## config.mk

```make
export PLATFORM = sky130hd
export DESIGN_NAME = gcd_bin
export DESIGN_NICKNAME = d
export VERILOG_FILES = /design/src/rtl/gcd_bin.sv
export SDC_FILE = /design/constraint.sdc
export NUM_CORES = 1
export LEC_CHECK = 0
export BUFFER_PORTS_ARGS = -buffer_cell sky130_fd_sc_hd__buf_2
export CORE_AREA = 2 2 145 147
export DETAILED_ROUTE_END_ITERATION = 8
export DIE_AREA = 0 0 147 149
export PLACE_DENSITY_LB_ADDON = 0.1
export SETUP_SLACK_MARGIN = 0.2
export SLEW_MARGIN = 25
export SYNTH_ARGS = -nofsm -noshare
export SYNTH_HDL_FRONTEND = slang
export SYNTH_SLANG_ARGS = --single-unit
```

## constraint.sdc

```tcl
create_clock -name clk -period 3.8 [get_ports clk]
set_input_delay 0.38 -clock clk [delete_from_list [all_inputs] [get_ports clk]]
set_output_delay 0.38 -clock clk [all_outputs]
set_load 0.1 [all_outputs]
```

## src/rtl/gcd_bin.sv

```systemverilog
// Binary (Stein) GCD: strips common factors of two, then reduces odd operands
// by halved subtraction until they meet. No divider or multiplier.
module gcd_bin #(
  parameter int WIDTH = 32,
  parameter int CW    = 8
) (
  input  logic             clk,
  input  logic             reset,
  input  logic [WIDTH-1:0] opa,
  input  logic [WIDTH-1:0] opb,
  input  logic             start,
  output logic [WIDTH-1:0] result,
  output logic             done,
  output logic             busy,
  output logic             zero_err,
  output logic [CW-1:0]    cycles
);

  localparam int KW = $clog2(WIDTH);

  typedef enum logic [1:0] {IDLE, SHIFT, REDUCE, DONE} state_t;

  state_t           state_q, state_d;
  logic [WIDTH-1:0] a_q, a_d, b_q, b_d;
  logic [KW-1:0]    k_q, k_d;
  logic [WIDTH-1:0] result_q, result_d;
  logic             zero_q, zero_d;
  logic [CW-1:0]    cycles_q, cycles_d;
  logic [CW-1:0]    cycles_inc;

  assign cycles_inc = (cycles_q == '1) ? cycles_q : cycles_q + CW'(1);

  always_ff @(posedge clk) begin
    if (reset) begin
      state_q  <= IDLE;
      a_q      <= '0;
      b_q      <= '0;
      k_q      <= '0;
      result_q <= '0;
      zero_q   <= 1'b0;
      cycles_q <= '0;
    end else begin
      state_q  <= state_d;
      a_q      <= a_d;
      b_q      <= b_d;
      k_q      <= k_d;
      result_q <= result_d;
      zero_q   <= zero_d;
      cycles_q <= cycles_d;
    end
  end

  always_comb begin
    state_d  = state_q;
    a_d      = a_q;
    b_d      = b_q;
    k_d      = k_q;
    result_d = result_q;
    zero_d   = zero_q;
    cycles_d = cycles_q;
    case (state_q)
      IDLE, DONE: begin
        if (start) begin
          a_d      = opa;
          b_d      = opb;
          k_d      = '0;
          cycles_d = '0;
          zero_d   = 1'b0;
          result_d = '0;
          // A zero operand makes the other operand the answer; no iteration needed.
          if (opa == '0 || opb == '0) begin
            state_d  = DONE;
            result_d = opa | opb;
            zero_d   = (opa == '0) && (opb == '0);
          end else begin
            state_d = SHIFT;
          end
        end
      end
      SHIFT: begin
        cycles_d = cycles_inc;
        if (!a_q[0] && !b_q[0]) begin
          a_d = a_q >> 1;
          b_d = b_q >> 1;
          k_d = k_q + KW'(1);
        end else begin
          state_d = REDUCE;
        end
      end
      REDUCE: begin
        cycles_d = cycles_inc;
        if (a_q == b_q) begin
          result_d = a_q << k_q;
          state_d  = DONE;
        end else if (!a_q[0]) begin
          a_d = a_q >> 1;
        end else if (!b_q[0]) begin
          b_d = b_q >> 1;
        end else if (a_q > b_q) begin
          // Difference of two odd values is even, so halving it is exact.
          a_d = (a_q - b_q) >> 1;
        end else begin
          b_d = (b_q - a_q) >> 1;
        end
      end
      default: state_d = IDLE;
    endcase
  end

  assign result   = result_q;
  assign zero_err = zero_q;
  assign cycles   = cycles_q;
  assign done     = (state_q == DONE);
  assign busy     = (state_q == SHIFT) || (state_q == REDUCE);

endmodule
```

==> impl_metrics.env <==
export IMPL_fmax_mhz=289.1
export IMPL_endpoint="b_q[23]"
export IMPL_drt_pass1_iter_count=7
export IMPL_cp_startpoint="a_q[29]"
export IMPL_period_needed_ps=3459
export IMPL_io_buffers=109
export IMPL_intPower_mw=5.768
export IMPL_cts_tree="yes"
export IMPL_yosysWarningCount=0
export IMPL_cp_max_fo=24
export IMPL_antenna_found_initial=1
export IMPL_dp_hpwl_mm=35.06
export IMPL_num_vias=12420
export IMPL_yosysMostFrequentCell="nor2_1"
export IMPL_grt_usage_pct=40.32
export IMPL_p_seq_share_pct=13.4
export IMPL_finalSetupTns_ps=0
export IMPL_cp_end_kind="flip-flop"
export IMPL_cts_hold_buf=0
export IMPL_clock_sinks=112
export IMPL_p_leak_nw=5.166
export IMPL_synth_seq_area_share_pct=19.90
export IMPL_setup_violations_final=0
export IMPL_core_area_um2=20560
export IMPL_wl_mm=44.59
export IMPL_grt_max_degree=51
export IMPL_drc=0
export IMPL_ys_async_sr_fraction_pct=0
export IMPL_switchingPower_mw=8.155
export IMPL_synthFlopType="dfxtp_1"
export IMPL_r2r_end="b_q[23]"
export IMPL_r2r_start="a_q[29]"
export IMPL_start_kind="flip-flop"
export IMPL_reg2reg_slack_ps=340
export IMPL_clkLatencyLatePin_ps=390
export IMPL_clockRootBuffer="clkbuf_16"
export IMPL_synth_edf_count=0
export IMPL_required_ps=4090
export IMPL_syn_inst=1492
export IMPL_clk_pin_slew_worst_paths_ps=100
export IMPL_globalplace_congestion=1.047
export IMPL_p_sw_share_pct=58.57
export IMPL_cap_violations=0
export IMPL_overflow=0
export IMPL_final_cell_count_no_fill=1848
export IMPL_synth_area_um2=11270
export IMPL_wl_per_cell_um=24.13
export IMPL_hold_viol_final=0
export IMPL_grt_pass1_wl_mm=67.80
export IMPL_fp_dieW_um=147
export IMPL_p_comb_share_pct=79.0
export IMPL_fin_skew_ps=17.23
export IMPL_synthTopCellsByCount="nor2_1 (169), nand2_1 (150), a21oi_1 (113)"
export IMPL_hp_class="primary input to flip-flop"
export IMPL_drive_gt1_share_pct=17.75
export IMPL_routed_via_density=6.722
export IMPL_initial_core_util_pct=54.80
export IMPL_final_max_slew_viol_count=0
export IMPL_avgSynthCellArea_um2=7.551
export IMPL_synth_area_leaders="dfxtp_1 (20%), ha_1 (7.9%), nor2_1 (5.6%), a21oi_1 (5.0%), nand2_1 (5.0%)"
export IMPL_whs_ps=316.1
export IMPL_rows=53
export IMPL_ys_ff_latch=112
export IMPL_pwr_density_cell_nw_per_um2=1111
export IMPL_worstRegToRegCells=11
export IMPL_htree_levels=3
export IMPL_syn_num_nets=1632
export IMPL_area_growth_pct=11.21
export IMPL_tightestPinTransition_ps=934.4
export IMPL_dieArea_um2=21900
export IMPL_rsz0062_at_grt="no"
export IMPL_die_h_um=149
export IMPL_synth_top_area_share_pct=19.90
export IMPL_post_route_period_util_pct=91.01
export IMPL_ant_nets=0
export IMPL_grt_pass1_vias=11580
export IMPL_p_total_mw=13.92
export IMPL_cp_arrival_ps=3750
export IMPL_clockBufferDepth=2
export IMPL_crit_type="flip-flop to flip-flop"
export IMPL_final_nets=1707
export IMPL_ir_worst_vdd_uv=557.8
export IMPL_num_io_pins=110
export IMPL_cts_buffers=9
export IMPL_synth_largest_area_cell="dfxtp_1"
export IMPL_status="complete, no violations"
export IMPL_dp_cells=1829
export IMPL_netlist_cell_type_count=95
export IMPL_clock_power_share_pct=7.6
export IMPL_slew_headroom_pct=37.62
export IMPL_drtIter0Drc=1368
[power by group through the flow]
stage | combinational [mW] | sequential, mW | clock [mW]
final | 11.0 | 1.87 | 1.05
after global routing | 11.8 | 1.90 | 1.10
after CTS | 10.7 | 1.85 | 1.06
after detailed placement | 10.6 | 1.88 | 0
after global placement | 10.6 | 1.87 | 0
after floorplan | 7.13 | 2.53 | 0
[metrics by stage]
stage	utilization, %	area, um2	setup slack [ps]
after global placement	59.14	12160	350.9
after CTS	60.70	12480	304.3
final	60.94	12530	341.5
after floorplan	-	11270	299.9
after global routing	60.93	12530	202.3
after detailed placement	59.14	12160	334.0
[how the worst min path moves through the flow]
stage | startpoint | to | cells past startpoint | slack, ps
final | start | zero_err | 3 | 320
after global routing | start | zero_err | 3 | 330
after CTS | start | zero_err | 3 | 310
after detailed placement | zero_err | zero_err | 2 | 440
after global placement | zero_err | zero_err | 2 | 440
after floorplan | a_q[31] | a_q[31] | 2 | 450
[area by class of cell]
| cell class | instances | area, um2 |
|---|---|---|
| Clock buffer | 9 | 225.2 |
| Tap cell | 275 | 344.1 |
| Multi-Input combinational cell | 1178 | 8142 |
| Fill cell | 1968 | 8029 |
| Sequential cell | 112 | 2246 |
| Timing Repair Buffer | 185 | 1169 |
| Clock inverter | 7 | 96.34 |
| Inverter | 81 | 304.0 |
| Antenna cell | 1 | 2.502 |
[critical path, cell delays in order, from the launching register on]
cell	delay [ps]
dfxtp_1	470
inv_1	160
ha_1	360
buf_4	190
a21oi_1	340
o21ai_0	230
o21ba_1	330
o21ai_2	110
a31oi_4	210
buf_4	340
o21ai_0	290
a221oi_2	330
[layer usage]
metal  up-vias  track usage, %  share of wire [%]
li1       5670               -                  -
met4         0           25.24                7.3
met5         -               0                  0
met2       729           63.24                 44
met1      5824           50.60                 39
met3       199           8.930                9.8
[registers in the layout, summed over array words and instances (netlist names)]
| signal | count |
|---|---|
| state_q | 2 |
| k_q | 5 |
| b_q | 32 |
| zero_err | 1 |
| a_q | 32 |
| cycles | 8 |
| result | 32 |
[kinds of logic after synthesis]
family | after synthesis | share of synthesized area [%]
buf+inv | 202 | 8.019
compound gates | 487 | 31.29
mux | 52 | 6.875
xor+xnor | 53 | 4.120
flops | 112 | 19.90
simple gates | 513 | 21.56
fa+ha+maj | 73 | 8.241
[cell usage in the layout, fill, tap and decap left out, drive strengths merged, types with 10 or more instances in the layout]
cell type	n
xor2	19
nor4	19
inv	83
or3	14
nand2b	13
o32ai	15
a211oi	27
mux2i	29
o21ai	86
nand4	21
a221o	16
nand3	30
xnor2	34
and2	11
a21o	37
and3	10
o211ai	21
o2111ai	18
nor3	49
mux4	20
a31oi	14
nor2	169
a221oi	38
nand2	153
buf	185
a21oi	116
dfxtp	112
ha	71
[repair_timing]
action	4_1_cts	5_1_grt
resized for setup	0	8
hold endpoints to repair	0	0
buffers inserted	0	2
endpoints found under the setup margin	0	44
(Power assumes the default switching activity.)
